===== src/rtl/mac_job_arbiter.sv =====
// Purpose: round-robin sharing of one signed MAC between two requesters, one job of VEC_LEN pairs at a time.
// Latency: grant to first accept is 2 cycles; result is 1 + MAC latency + 1 cycles after the last accepted pair.
// Backpressure: the non-granted requester sees ready=0; ISSUE stalls on gaps; RESULT holds until res_ready.
module mac_job_arbiter #(
  parameter int VEC_LEN = 4,
  parameter int IN_W    = 10,
  parameter int OUT_W   = 2 * IN_W
) (
  input  logic                    clk,
  input  logic                    reset,
  input  logic                    req0_valid,
  output logic                    req0_ready,
  input  logic signed [IN_W-1:0]  req0_a,
  input  logic signed [IN_W-1:0]  req0_b,
  input  logic                    req1_valid,
  output logic                    req1_ready,
  input  logic signed [IN_W-1:0]  req1_a,
  input  logic signed [IN_W-1:0]  req1_b,
  output logic                    res_valid,
  input  logic                    res_ready,
  output logic                    res_id,
  output logic signed [OUT_W-1:0] res_data,
  output logic signed [IN_W-1:0]  mac_a,
  output logic signed [IN_W-1:0]  mac_b,
  output logic                    mac_valid_in,
  output logic                    mac_clear,
  input  logic signed [OUT_W-1:0] mac_f,
  input  logic                    mac_valid_out
);

  // Counters must be able to hold VEC_LEN itself.
  localparam int CNT_W = (VEC_LEN < 2) ? 1 : $clog2(VEC_LEN + 1);
  localparam logic [CNT_W-1:0] LAST_IDX = CNT_W'(VEC_LEN - 1);
  localparam logic [CNT_W-1:0] CNT_ONE  = CNT_W'(1);

  typedef enum logic [2:0] {
    IDLE   = 3'd0,
    CLEAR  = 3'd1,
    ISSUE  = 3'd2,
    DRAIN  = 3'd3,
    RESULT = 3'd4
  } state_t;

  state_t           state;
  logic             grant;
  logic             last_grant;
  logic [CNT_W-1:0] issue_cnt;
  logic [CNT_W-1:0] recv_cnt;

  logic             sel_valid;
  logic [IN_W-1:0]  sel_a;
  logic [IN_W-1:0]  sel_b;
  logic             fire;
  logic             last_fire;
  logic             counting;
  logic             last_recv;
  logic             any_req;
  logic             both_req;
  logic             next_grant;

  // Ready is a pure decode of the registered state and grant, so it never depends on valid.
  assign req0_ready = (state == ISSUE) && (grant == 1'b0);
  assign req1_ready = (state == ISSUE) && (grant == 1'b1);

  // The MAC accumulator is held in reset whenever no job owns it.
  assign mac_clear = (state == IDLE) || (state == CLEAR);

  // Select the granted requester's handshake and operands.
  always_comb begin
    sel_valid = 1'b0;
    sel_a     = '0;
    sel_b     = '0;
    if (grant) begin
      sel_valid = req1_valid;
      sel_a     = req1_a;
      sel_b     = req1_b;
    end else begin
      sel_valid = req0_valid;
      sel_a     = req0_a;
      sel_b     = req0_b;
    end
  end

  // Fire and receive qualifiers; strobes outside ISSUE/DRAIN are deliberately ignored.
  always_comb begin
    fire      = (state == ISSUE) && sel_valid;
    last_fire = fire && (issue_cnt == LAST_IDX);
    counting  = (state == ISSUE) || (state == DRAIN);
    last_recv = counting && mac_valid_out && (recv_cnt == LAST_IDX);
  end

  // Round-robin: a tie goes to the requester that was not served last.
  always_comb begin
    any_req    = req0_valid || req1_valid;
    both_req   = req0_valid && req1_valid;
    next_grant = both_req ? ~last_grant : req1_valid;
  end

  // Job sequencer with registered MAC and result outputs.
  always_ff @(posedge clk or negedge reset) begin
    if (!reset) begin
      state        <= IDLE;
      grant        <= 1'b0;
      last_grant   <= 1'b1;
      issue_cnt    <= '0;
      recv_cnt     <= '0;
      mac_a        <= '0;
      mac_b        <= '0;
      mac_valid_in <= 1'b0;
      res_valid    <= 1'b0;
      res_id       <= 1'b0;
      res_data     <= '0;
    end else begin
      mac_valid_in <= 1'b0;
      case (state)
        IDLE: begin
          if (any_req) begin
            grant <= next_grant;
            state <= CLEAR;
          end
        end
        CLEAR: begin
          issue_cnt <= '0;
          recv_cnt  <= '0;
          state     <= ISSUE;
        end
        ISSUE, DRAIN: begin
          if (fire) begin
            mac_a        <= sel_a;
            mac_b        <= sel_b;
            mac_valid_in <= 1'b1;
            issue_cnt    <= issue_cnt + CNT_ONE;
            if (last_fire) begin
              state <= DRAIN;
            end
          end
          if (mac_valid_out) begin
            recv_cnt <= recv_cnt + CNT_ONE;
          end
          // The final strobe always trails the final fire, so this never races the DRAIN move.
          if (last_recv) begin
            res_data  <= mac_f;
            res_id    <= grant;
            res_valid <= 1'b1;
            state     <= RESULT;
          end
        end
        RESULT: begin
          if (res_ready) begin
            res_valid  <= 1'b0;
            last_grant <= grant;
            state      <= IDLE;
          end
        end
        default: begin
          state <= IDLE;
        end
      endcase
    end
  end

endmodule


===== config.mk =====
export PLATFORM = sky130hd
export DESIGN_NAME = mac_job_arbiter
export DESIGN_NICKNAME = d
export VERILOG_FILES = /design/src/rtl/mac_job_arbiter.sv
export SDC_FILE = /design/constraint.sdc
export NUM_CORES = 1
export LEC_CHECK = 0
export ABC_AREA = 1
export CAP_MARGIN = 20
export CORE_MARGIN = 5
export CORE_UTILIZATION = 37
export DETAILED_ROUTE_END_ITERATION = 10
export GPL_TIMING_DRIVEN = 0
export PLACE_DENSITY = 0.82
export SKIP_CTS_REPAIR_TIMING = 1
export SLEW_MARGIN = 20
export SYNTH_ARGS = -nofsm -noshare
export SYNTH_HDL_FRONTEND = slang
export SYNTH_SLANG_ARGS = --single-unit

===== constraint.sdc =====
create_clock -name clk -period 1.3 [get_ports clk]
set_input_delay 0.195 -clock clk [delete_from_list [all_inputs] [get_ports clk]]
set_output_delay 0.195 -clock clk [all_outputs]
set_load 0.01 [all_outputs]

==> run metrics <==
status finished, violations left; failing checks setup timing; starting density of the core 38.4%; post-synth top area cell dfrtp_1; Inserted Clock Buffers 5; Clock Sinks 54; Max Slew Vio Count 0; maxcap violations 0; total congestion overflow 0; fillers 554; I/O pin cnt 112; via count 2272; placed cells 463; largest net degree at the start of global routing 55; main flop type after synthesis dfrtp_1; Worst Path Max Fanout 4; CORE AREA 6420 um2; first-pass GRT wire length 11100 um; htree depth 2; Tot GR Track Use 16.4%; WL final 6950 um; Starting DRT DRC Count 91; FF/Latch Area 1360 um2; Area growth, synth to finish 62.7%; Die Y 91.7 um; Peak supply drop 0.887 mV; CTS tree done; Worst Setup Start Kind register; via-per-instance ratio 4.74; register area share after synthesis 54.8%; Buffers on Ports 111; leakage power 2.36 nW; Psw 3.24 mW; Die Area 8400 um2; Finished Cell Area 4020 um2; Die W 91.7 um; post-synth top area share 53.8%; most numerous cell in the Yosys netlist nand2_1; Cell Int Power 5.06 mW; Multi-input gate area 1010 um2; Avg WL per Cell 14.5 um; headroom to the max-slew limit 53.5%; final core utilization 62.5%; Clock Skew 0.00809 ns; PwrDens 2070 nW/um2; sequential fraction of design power 35.1%; Post-route DRC 0; critical path class reg2out; DR pass1 iterations 4; placed inst area 3670 um2; worst-skew pair later-pin latency 0.31 ns; Critical Path AT 1.30 ns; initial antenna violation count 0; WP data required 1.11 ns; syn avg cell area 8.97 um2; share of post-route cells with drive strength above 1 15.7%; Post-synth EDFFs 0; final layout net count 471; Tcrit/Tclk final 115%; FMAX 668 MHz; Final Critical Period 1.50 ns; vias in the first global route 2282; Switching Share 39.1%; Row Count 29; Worst-path clk slew 0.11 ns; async set-reset flop share out of synthesis 100%; Clock Power Share 12.1%; Finish-stage setup viols 47; GP Congestion 0.794; CTS Root Cell clkbuf_8; Synth Instances 275; worst hold slack 0.402 ns; syn nets 345; Comb power frac 52.8%; antenna cells 0; synth warn 0; post-route ant nets 0; Synth cell types 23; clock buffer depth 2; Cell Area, Synth 2470 um2; Crit. End Element output pin; unrepaired setup endpoints after global routing true; final hold vios 0; DP HPWL 5080 um; worst slew pin tran 0.697 ns; final cell count without fillers 479; top cells by count, synth nand2_1 (103), dfrtp_1 (53), nor2_1 (44); final worst setup slack -0.198 ns; top post-synthesis cells by area dfrtp_1 (54%), nand2_1 (16%), o31ai_2 (7.6%); FF+latch count, synth 54; Hold Crit Class in2reg; power consumption 8.30 mW
sequential cells by signal (all words and copies together), names as in the netlist:
signal and cells:
res_data 20, mac_a 10, mac_b 10, issue_cnt 3
recv_cnt 3, state 3, grant 1, last_grant 1
mac_valid_in 1, res_id 1, res_valid 1
routing by layer:
metal / routed length (um) / GRT usage, % / part of all wire (%) / up-vias
li1: - / - / - / 1132
met1: 2980 / 20.8 / 43 / 1052
met2: 3530 / 28.4 / 51 / 74
met3: 331 / 3.85 / 4.8 / 14
met4: 112 / 3.39 / 1.6 / 0
met5: 0 / 0 / 0 / -
metrics by stage:
step,setup TNS (ns),worst slack (ns)
floorplan,0,0.0634
global placement,-94.94,-1.64
detailed placement,-7.94,-0.489
CTS,-10.59,-0.840
global route,-9.46,-0.298
finish,-4.08,-0.198
power groups by stage:
stage	sequential, mW	clock (mW)	combinational (mW)
after global placement	2.89	0	4.18
after floorplan	3.19	0	1.92
final	2.91	1.00	4.38
after global routing	3.03	1.10	4.87
after detailed placement	2.93	0	4.29
after CTS	2.90	1.03	4.30
final timing paths:
check	depth (start not counted)	to	slack, ns	startpoint
worst max-delay path	6	req1_ready	-0.20	state[2]
worst min-delay path	3	res_data[11]	0.40	mac_f[11]
worst max register to register	8	res_data[2]	-0.11	recv_cnt[0]
worst min register to register	2	res_data[12]	0.47	res_data[12]
max in group asynchronous	2	state[0]	0.34	reset
min in group asynchronous	2	mac_b[5]	0.47	reset
final cells by class:
cell class | instances | share of cell area [%]
Inverter | 13 | 1.28
Buffer | 12 | 3.21
Sequential cell | 54 | 33.8
Multi-Input combinational cell | 196 | 25.1
Clock buffer | 5 | 1.71
Tap cell | 77 | 2.40
Clock inverter | 3 | 0.717
Timing Repair Buffer | 119 | 31.8
cell families (layout without fill, tap and decap cells):
group                      count (synthesis)  count (layout)  synth area share (%)
and+or+nand+nor                          162             162                  26.3
DFF                                       54              54                  54.8
AOI/OAI and AO/OA                         30              30                  11.2
buffers and inverters                     25             152                  5.68
adders and majority gates                  4               4                  2.03
placed cells by master (no fill, tap or decap), types with 2 or more instances in the layout:
master	n
nand3b_1	2
nand3_1	8
clkinv_4	2
inv_1	8
clkdlybuf4s50_1	64
o21ai_1	3
inv_2	4
clkbuf_8	5
buf_8	3
clkbuf_2	2
buf_6	3
o31ai_1	5
dfrtp_2	3
nor2_1	43
nand2_2	2
dlymetal6s2s_1	43
buf_2	5
dfrtp_1	50
o31ai_2	15
o21ai_0	5
nand2_1	102
ha_1	3
nor2_4	3
buf_4	8
worst max-delay path: stages, from the launching register on:
cell,delay [ns]
dfrtp_1,0.41
inv_2,0.11
nand2_4,0.07
nor2_4,0.13
inv_2,0.05
nor2_1,0.08
buf_2,0.15
(Power assumes the default switching activity.)
